`config.mk`:
```
export PLATFORM = sky130hd
export DESIGN_NAME = nbcac_decode_arbiter
export DESIGN_NICKNAME = d
export VERILOG_FILES = /design/src/rtl/nbcac_decode_arbiter.sv
export SDC_FILE = /design/constraint.sdc
export NUM_CORES = 1
export LEC_CHECK = 0
export ABC_AREA = 1
export CORE_ASPECT_RATIO = 0.75
export CORE_MARGIN = 2
export CORE_UTILIZATION = 40
export CTS_CLUSTER_SIZE = 16
export DETAILED_ROUTE_END_ITERATION = 16
export DONT_BUFFER_PORTS = 1
export HOLD_SLACK_MARGIN = 0.15
export PLACE_DENSITY = 0.62
export RECOVER_POWER = 25
export SLEW_MARGIN = 40
export SYNTH_ARGS = -nofsm -noshare
export SYNTH_HDL_FRONTEND = slang
export SYNTH_SLANG_ARGS = --single-unit
export TNS_END_PERCENT = 10
```
`constraint.sdc`:
```
create_clock -name clock -period 11.6 [get_ports clock]
set_input_delay 1.74 -clock clock [delete_from_list [all_inputs] [get_ports clock]]
set_output_delay 1.74 -clock clock [all_outputs]
set_load 0.1 [all_outputs]
```
`src/rtl/nbcac_decode_arbiter.sv`:
```
// rtl/nbcac_decode_arbiter.sv - round-robin arbiter sharing one NBCAC 23->16 decoder core
// Two-stage pipeline (capture, output) sustaining one decode per clock, results tagged by channel.

module nbcac_16di_decoder_core (
  input  logic [23:1] d,
  output logic [15:0] v
);
  // Fibonacci numeral-system weights: bit k carries F(k), F(1)=F(2)=1
  localparam logic [15:0] W [1:23] = '{
    16'd1,    16'd1,    16'd2,    16'd3,    16'd5,    16'd8,    16'd13,   16'd21,
    16'd34,   16'd55,   16'd89,   16'd144,  16'd233,  16'd377,  16'd610,  16'd987,
    16'd1597, 16'd2584, 16'd4181, 16'd6765, 16'd10946, 16'd17711, 16'd28657
  };

  always_comb begin
    v = '0;
    for (int k = 1; k <= 23; k++) begin
      if (d[k]) v = v + W[k];
    end
  end
endmodule

module nbcac_decode_arbiter #(
  parameter int NCH = 4,
  parameter int CHW = 2
) (
  input  logic              clock,
  input  logic              rst_n,
  input  logic [NCH-1:0]    req_valid,
  input  logic [NCH*23-1:0] req_code,
  output logic [NCH-1:0]    req_ready,
  output logic              out_valid,
  input  logic              out_ready,
  output logic [15:0]       out_data,
  output logic [CHW-1:0]    out_chan,
  output logic [15:0]       dec_count,
  output logic              busy
);
  logic           cap_valid;
  logic [23:1]    cap_code;
  logic [CHW-1:0] cap_chan;
  logic [CHW-1:0] rr_ptr;
  logic [15:0]    core_v;
  logic           out_load;
  logic           cap_free;
  logic           grant_found;
  logic [CHW-1:0] grant_idx;
  logic [CHW:0]   scan;
  logic           accept;

  nbcac_16di_decoder_core u_core (
    .d (cap_code),
    .v (core_v)
  );

  assign out_load = cap_valid && (!out_valid || out_ready);
  assign cap_free = !cap_valid || out_load;
  assign busy     = cap_valid || out_valid;

  // Scan from rr_ptr with an explicit wrap so non-power-of-two NCH never grants an index >= NCH
  always_comb begin
    grant_found = 1'b0;
    grant_idx   = '0;
    scan        = '0;
    for (int k = 0; k < NCH; k++) begin
      scan = {1'b0, rr_ptr} + (CHW+1)'(k);
      if (scan >= (CHW+1)'(NCH)) scan = scan - (CHW+1)'(NCH);
      if (!grant_found && req_valid[scan[CHW-1:0]]) begin
        grant_found = 1'b1;
        grant_idx   = scan[CHW-1:0];
      end
    end
  end

  assign accept = grant_found && cap_free;

  always_comb begin
    req_ready = '0;
    if (accept) req_ready[grant_idx] = 1'b1;
  end

  always_ff @(posedge clock or negedge rst_n) begin
    if (!rst_n) begin
      cap_valid <= 1'b0;
      cap_code  <= '0;
      cap_chan  <= '0;
      rr_ptr    <= '0;
      out_valid <= 1'b0;
      out_data  <= '0;
      out_chan  <= '0;
      dec_count <= '0;
    end else begin
      if (accept) begin
        cap_valid <= 1'b1;
        cap_code  <= req_code[23*grant_idx +: 23];
        cap_chan  <= grant_idx;
        rr_ptr    <= (grant_idx == CHW'(NCH-1)) ? '0 : grant_idx + CHW'(1);
      end else if (out_load) begin
        cap_valid <= 1'b0;
      end

      if (out_load) begin
        out_valid <= 1'b1;
        out_data  <= core_v;
        out_chan  <= cap_chan;
      end else if (out_ready) begin
        out_valid <= 1'b0;
      end

      if (out_valid && out_ready) dec_count <= dec_count + 16'd1;
    end
  end
endmodule

```
# Word-level counts from Yosys, hierarchy flattened
# Cells that the tools add are included.
# totals
latch_bits	0
wordCells	120
mem_count	0
in_bits	99
reg_bits	63
output_inout_bits	40
romBits	0
ramBits	0
# op_classes
n_addsub	31
order_cmp	10
eq_ne	1
div_mod_pow	0
n_reduce_logical	17
mux	51
bitwise_logic	0
n_shift	1
multipliers	1
# op_table
op	count
16-bit two-way mux	22
92-bit by 8-bit indexed part select with 23-bit output	1
16-bit by 10-bit adder with 16-bit output (second input constant)	2
16-bit by 13-bit adder with 16-bit output (second input constant)	2
16-bit by 15-bit adder with 16-bit output (second input constant)	2
16-bit by 2-bit adder with 16-bit output (second input constant)	2
16-bit by 4-bit adder with 16-bit output (second input constant)	2
16-bit by 6-bit adder with 16-bit output (second input constant)	2
16-bit by 8-bit adder with 16-bit output (second input constant)	2
2-bit two-way mux	9
16-bit by 1-bit adder with 16-bit output (second input constant)	1
16-bit by 11-bit adder with 16-bit output (second input constant)	1
16-bit by 12-bit adder with 16-bit output (second input constant)	1
16-bit by 14-bit adder with 16-bit output (second input constant)	1
16-bit by 3-bit adder with 16-bit output (second input constant)	1
16-bit by 5-bit adder with 16-bit output (second input constant)	1
16-bit by 7-bit adder with 16-bit output (second input constant)	1
16-bit by 9-bit adder with 16-bit output (second input constant)	1
2-bit by 3-bit < comparator with 1-bit output (second input constant)	5
1-bit two-way mux	14
3-bit >= comparator (second input constant)	3
1-bit binary-select mux with 2-bit select	4
2-bit by 1-bit subtractor with 2-bit output (second input constant)	4
1-bit logical AND	7
13 further kinds	21

# Longest topological paths before layout
# Gate-level depths: netlist of run 1.
# depth
ltp_word	45
ltp_mapped	80
ltp_nobuf	80

# Hierarchy
# Synthesis of run 1 repeated with hierarchy kept, for this count alone.
# unflattened
hier_cells	1701
hier_area_um2	9880.7
# by_module_without_submodules
module	n_inst	seq_area_each_um2	cells_per_inst	area_per_inst_um2
nbcac_16di_decoder_core	1	0.0	1133	5890.6
nbcac_decode_arbiter	1	1576.5	568	3990.1

# Worst setup path before layout of run 1
# Ideal clock, no wire load.
# synth_path
path_kind	register to register
start	reg cap_code[1] (netlist name)
end	reg out_data[15]
synth_period_minus_slack_ns	9.130
path_stages_with_launch	66
slack_ns	2.470
n_path_buf	0
t_required_ns	11.480
setup_time_ns	0.120
t_arrival_ns	9.010
cell_sequence	dfrtp_1 ha_1 inv_1 nand2_1 nand2_1 inv_1 ha_1 or2_0 nand3_1 nand2_1 inv_1 ha_1 nand2_1 nand2_1 ha_1 or2_2 nand3_1 nand2_1 [... 30 more ...] nand2_1 nand2_1 nand4_1 nand2_1 xor2_1 nand3_1 inv_2 nand2_1 nor2_1 nand2_1 nand2_1 inv_1 nor2_1 nand2_1 nand2_1 nand2_1 nand3_1 nand2_1
# synth_between
elab_chain_len	45
# synth_lines
item	line	source
start: declaration	40	logic [23:1] cap_code;
start signal: assignment	95	cap_code <= req_code[23*grant_idx +: 23];
1-bit two-way mux (*)	18	if (d[k]) v = v + W[k];
1-bit by 1-bit adder with 2-bit output	18	
16-bit two-way mux (*)	18	
16-bit by 2-bit adder with 16-bit output	18	
16-bit two-way mux (*)	18	
16-bit by 2-bit adder with 16-bit output	18	
16-bit two-way mux (*)	18	
16-bit by 3-bit adder with 16-bit output	18	
[... 29 more ...]	n/a	
16-bit by 13-bit adder with 16-bit output	18	
16-bit two-way mux (*)	18	
16-bit by 14-bit adder with 16-bit output	18	
16-bit two-way mux (*)	18	
16-bit by 15-bit adder with 16-bit output	18	
16-bit two-way mux (*)	18	
16-bit by 15-bit adder with 16-bit output	18	
16-bit two-way mux (*)	18	
end signal: assignment	104	out_data <= core_v;
end: declaration	34	output logic [15:0] out_data,
# Every way passes the cells marked *; elsewhere a longest branch is shown, timed or not.
# A chain may end at the register's enable or synchronous reset.

# Worst setup path after layout of run 1
# layout_path
start	reg cap_code[1] (netlist name)
end	reg out_data[14]
# The elaborated chain is that of the path after synthesis.

==> results of run 1 <==
[layout make-up]
class,instances,area share
Clock inverter,7,0.0130
Multi-Input combinational cell,1253,0.682
Inverter,198,0.0756
Clock buffer,9,0.0229
Tap cell,294,0.0374
Sequential cell,63,0.165
Timing Repair Buffer,4,0.00471
[logic make-up (layout without fill, tap and decap cells)]
| family | after synthesis | after routing | synth area share |
|---|---|---|---|
| AOI/OAI and AO/OA | 170 | 170 | 0.104 |
| xor gates and xnor gates | 57 | 57 | 0.0659 |
| adders and majority gates | 27 | 27 | 0.0368 |
| buffers and inverters | 240 | 218 | 0.101 |
| DFF | 63 | 63 | 0.172 |
| muxes | 3 | 3 | 0.00328 |
| and+or+nand+nor | 996 | 996 | 0.518 |
[flip-flops by register name (all words and copies together), names as in the netlist]
register / flops
cap_code: 23
dec_count: 16
out_data: 16
cap_chan: 2
out_chan: 2
rr_ptr: 2
cap_valid: 1
out_valid: 1
[path summary, 6_finish.rpt]
kind	start	end	slack, ns	depth (start not counted)
worst max-delay path	cap_code[1]	out_data[14]	1.57	63
worst min-delay path	cap_chan[0]	cap_chan[0]	0.51	2
worst max register to register	cap_code[1]	out_data[14]	1.57	63
worst min register to register	cap_chan[0]	cap_chan[0]	0.51	2
max in group asynchronous	rst_n	out_data[0]	10.39	0
min in group asynchronous	rst_n	out_data[15]	1.09	0
[synthesized netlist by cell type (2+ instances only)]
| master | n |
|---|---|
| o21ai_0 | 91 |
| o21ai_2 | 4 |
| and2_1 | 2 |
| xor2_4 | 2 |
| ha_1 | 27 |
| dfrtp_1 | 63 |
| a21oi_2 | 2 |
| or2_2 | 6 |
| o22ai_1 | 21 |
| o21bai_1 | 2 |
| clkinv_1 | 7 |
| clkbuf_1 | 22 |
| inv_1 | 161 |
| buf_2 | 17 |
| xor2_2 | 8 |
| nand2_2 | 95 |
| nand2_1 | 462 |
| mux2i_1 | 3 |
| nand4_1 | 34 |
| nand4_2 | 3 |
| nand3_2 | 30 |
| o21ai_1 | 13 |
| a31oi_1 | 4 |
| or2_1 | 2 |
| nand2_4 | 11 |
| nor2_1 | 135 |
| a21oi_1 | 21 |
| xor2_1 | 23 |
| xnor2_1 | 23 |
| nand3_1 | 184 |
| nor2_2 | 8 |
| or2_0 | 2 |
| o211ai_1 | 4 |
| nor3_1 | 7 |
| nand3b_1 | 8 |
| inv_2 | 30 |
| nand3b_4 | 2 |
| buf_1 | 3 |
[stage by stage]
| stage | std cells | cell area, um2 | setup slack, ns | hold slack [ns] | util |
|---|---|---|---|---|---|
| 2_1_floorplan | 1556 | 9170 | 2.47 | 0.478 | - |
| 3_3_place_gp | 1810 | 9380 | 1.85 | 0.496 | 0.421 |
| 3_5_place_dp | 1812 | 9470 | 1.59 | 0.505 | 0.425 |
| 4_1_cts | 1828 | 9830 | 1.56 | 0.519 | 0.441 |
| 5_1_grt | 1828 | 9830 | 0.507 | 0.555 | 0.441 |
| 6_report | 1828 | 9830 | 1.57 | 0.512 | 0.441 |
[worst min-delay path, cell delays in order (launching register included)]
cell     delay [ns]
dfrtp_1        0.32
inv_1          0.05
a21oi_1        0.11
[layer usage]
metal,global-route usage,up-vias,part of all wire
met5,0,-,0
met4,0.0285,0,0.0045
met3,0.0335,6,0.048
met2,0.297,188,0.42
met1,0.284,4176,0.53
li1,-,4951,-
==> impl_metrics.csv, run 1 <==
group,metric,value,unit
finish,final_cell_mix,"460 x nand2_1, 184 x nand3_1, 161 x inv_1",
cts,clock_sinks,63,
setup_path,crit_buf_inv,7,
grt,antenna_found_initial,0,
route,vias,9321,
cts,post_cts_buffers,0,
route,wl_per_cell,12.6,um
synthesis,syn_nets,1682,
route,dr.first_iter.drc_count,498,
setup_path,crit_slowest_cell,"dfrtp_1",
cts,cts_buffer_depth,2,
cts,numCtsBuffers,9,
placement,gp_congestion,0.871,
finish,regArea,1620,um2
synthesis,ys_ff_latch,63,
floorplanning,dieArea,24200,um2
setup_path,critPathArrivalTime,10.26,ns
cts,clk_latency,0.34,ns
grt,grt_max_degree,64,
setup_path,start_kind,"flip-flop",
synthesis,yosysSeqAreaShare,0.172,
finish,n_fill_cell,2369,
sta,period_needed,10.03,ns
grt,grt_first_pass_wirelength,38300,um
job,maxCapViolations,0,
finish,final_common_cell,"nand2_1",
sta,setup_viol,0,
synthesis,syn_avg_cell_area,5.89,um2
synthesis,synth_edf_count,0,
route,first_pass_iters,5,
setup_path,path_delay_family,"simple AND/OR/NAND/NOR gates",
finish,area_growth,7.26,%
route,antenna_left,0,
setup_path,cp-end-kind,"flip-flop",
floorplanning,core_area,22300,um2
sta,min_period_over_period,0.865,
synthesis,yosysTopAreaCell,"nand2_1",
grt,grt_usage,0.192,
floorplanning,initial_core_util,0.411,
cts,cts_resized,0,
setup_path,required,11.83,ns
synthesis,synth_cell_types,52,
worst_hold_path,min_path_type,"reg -> reg",
status,outcome,"finished, final reports clean",
synthesis,synthCells,1556,
finish,diodes,0,
cts,cts_root_buf,"clkbuf_16",
sta,finalHoldViolCount,0,
setup_path,critPathMaxFanout,5,
cts,cts_hold_buf,0,
route,wl,23000,um
placement,dp_hpwl,18800,um
setup_path,cpPeakStageDelay,0.40,ns
synthesis,ys_warn_count,0,
setup_path,critPathKind,"reg -> reg",
route,drc,0,
cts,cts_max_level,3,
finish,drive_gt1_frac,0.175,
synthesis,async_flop_share,1.00,
grt,grt_overflow,0,
floorplanning,fp.dieH,135,um
route,viasPerCell,5.10,
synthesis,ys.flop_type,"dfrtp_1",
sta,rsz0062_at_grt,"false",
floorplanning,chipWidth,179,um
setup_path,cp_common_cell,"nand2_1",
sta,tns,0,ns
sta,drv_slew,0,
floorplanning,fp-row-count,47,
synthesis,ys_top_cells_by_area,"nand2_1 19%, dfrtp_1 17%, nand3_1 10%",
sta,worst_pin_slew,0.790,ns
grt,grt_pass1_vias,8379,
floorplanning,ios,139,
sta,max_freq,0.0997,GHz
finish,multi_input_area,6700,um2
cts,cts_tree,"done",
finish,nNetsFinal,1655,
cts,clk_pin_slew_worst_paths,0.06,ns
synthesis,netlist_area,9170,um2
synthesis,yosysTopAreaCellShare,0.189,
placement,portBuffers,0,
sta,maxSlewHeadroom,0.473,
sta,skew,0.00817,ns
Power of run 1 is left out: the tool's default activity adds up to more than one toggle a clock period on the data nets, which glitch-free logic cannot reach.
==> inputs of run 2 (changes only) <==
--- a/config.mk
+++ b/config.mk
@@ -8,12 +8,12 @@
 export ABC_AREA = 1
 export CORE_ASPECT_RATIO = 0.75
 export CORE_MARGIN = 2
-export CORE_UTILIZATION = 40
+export CORE_UTILIZATION = 50
 export CTS_CLUSTER_SIZE = 16
 export DETAILED_ROUTE_END_ITERATION = 16
 export DONT_BUFFER_PORTS = 1
 export HOLD_SLACK_MARGIN = 0.15
-export PLACE_DENSITY = 0.62
+export PLACE_DENSITY = 0.73
 export RECOVER_POWER = 25
 export SLEW_MARGIN = 40
 export SYNTH_ARGS = -nofsm -noshare
==> run 2 against run 1 <==
  * Hold slack gained 0.0041 ns
  * Critical endpoint is now out_data[15]
  * Via count is essentially flat
  * Sequential share of layout area grew 0.29 points
  * Critical path type unchanged
==> impl_metrics.csv, run 2 (synthesized netlist as in run 1, its figures left out) <==
group,metric,value,unit
status,outcome,"finished, final reports clean",
floorplanning,chipWidth,160,um
worst_hold_path,min_path_type,"reg -> reg",
finish,top_register,"cap_code",
grt,grt_overflow,0,
floorplanning,fp.dieH,121,um
floorplanning,core_area,17800,um2
finish,regArea,1620,um2
placement,portBuffers,0,
finish,drive_gt1_frac,0.175,
sta,skew,0.00954,ns
sta,finalHoldViolCount,0,
setup_path,reg2reg_depth,65,
finish,nNetsFinal,1653,
route,first_pass_iters,5,
setup_path,cp_common_cell,"nand2_1",
sta,maxSlewHeadroom,0.517,
route,antenna_left,0,
finish,area_growth,5.46,%
cts,numCtsBuffers,9,
cts,clk_latency,0.34,ns
sta,drv_slew,0,
setup_path,critPathMaxFanout,5,
route,wl_per_cell,12.8,um
finish,multi_input_area,6700,um2
cts,cts_resized,0,
route,dr.first_iter.drc_count,551,
finish,diodes,0,
setup_path,critPathArrivalTime,10.27,ns
grt,grt_first_pass_wirelength,37700,um
setup_path,crit_slowest_cell,"dfrtp_1",
grt,grt_usage,0.233,
job,maxCapViolations,0,
sta,max_freq,0.0995,GHz
route,wl,22700,um
cts,cts_hold_buf,0,
floorplanning,ios,139,
cts,cts_buffer_depth,2,
finish,n_fill_cell,1766,
setup_path,cp-end-kind,"flip-flop",
cts,cts_max_level,3,
placement,gp_congestion,0.870,
worst_hold_path,min_delay_path_depth,2,
cts,clk_pin_slew_worst_paths,0.06,ns
sta,tns,0,ns
setup_path,critPathKind,"reg -> reg",
grt,antenna_found_initial,0,
floorplanning,dieArea,19400,um2
sta,rsz0062_at_grt,"false",
cts,cts_tree,"done",
setup_path,cpPeakStageDelay,0.40,ns
sta,setup_viol,0,
route,vias,9326,
finish,final_common_cell,"nand2_1",
sta,period_needed,10.05,ns
sta,min_period_over_period,0.866,
route,drc,0,
cts,post_cts_buffers,0,
finish,largest_register_ffs,23,
setup_path,start_kind,"flip-flop",
finish,final_cell_mix,"460 x nand2_1, 184 x nand3_1, 161 x inv_1",
sta,worst_pin_slew,0.723,ns
cts,clock_sinks,63,
floorplanning,initial_core_util,0.515,
placement,dp_hpwl,18400,um
cts,cts_root_buf,"clkbuf_16",
route,viasPerCell,5.26,
grt,grt_max_degree,64,
grt,grt_pass1_vias,8172,
setup_path,required,11.82,ns
floorplanning,fp-row-count,42,
finish,top_regs,"cap_code x23, dec_count x16, out_data x16",
## run 2: routing by layer
metal,global-route usage,up-vias,share of wire
li1,-,4951,-
met3,0.0328,8,0.060
met1,0.354,4135,0.52
met5,0,-,0
met2,0.355,232,0.41
met4,0.0360,0,0.0064
## run 2: layout make-up
class / instances / share of cell area
Clock buffer: 10 / 0.0247
Clock inverter: 6 / 0.00453
Inverter: 198 / 0.0769
Multi-Input combinational cell: 1253 / 0.693
Sequential cell: 63 / 0.168
Tap cell: 242 / 0.0313
Timing Repair Buffer: 2 / 0.00155
## run 2: worst max-delay path, delay by kind of cell (launching register included)
kind                     cells  cell delay (ns)
buffers and inverters        7             0.43
adder cells (fa/ha/maj)     13             3.49
flip-flops                   1             0.40
XOR/XNOR                     2             0.56
AND/OR/NAND/NOR             40             4.26
AO/OA/AOI/OAI                3             0.76
## run 2: final timing paths
kind / start / to / slack [ns]
setup / recovery: cap_code[1] / out_data[15] / 1.55
hold / removal: cap_chan[0] / cap_chan[0] / 0.52
setup reg to reg: cap_code[1] / out_data[15] / 1.55
hold reg to reg: cap_chan[0] / cap_chan[0] / 0.52
max in group asynchronous: rst_n / out_chan[0] / 10.38
min in group asynchronous: rst_n / dec_count[12] / 1.10
## run 2: per-stage QoR
| stage | util | hold WS (ns) | cell area, um2 | setup WS (ns) | instances |
|---|---|---|---|---|---|
| floorplan | - | 0.478 | 9170 | 2.47 | 1556 |
| global placement | 0.523 | 0.492 | 9320 | 1.92 | 1758 |
| detailed placement | 0.527 | 0.499 | 9380 | 1.55 | 1758 |
| CTS | 0.542 | 0.513 | 9660 | 1.51 | 1774 |
| global route | 0.543 | 0.531 | 9670 | 0.572 | 1774 |
| finish | 0.543 | 0.516 | 9670 | 1.55 | 1774 |
Power of run 2 is left out for the same reason.
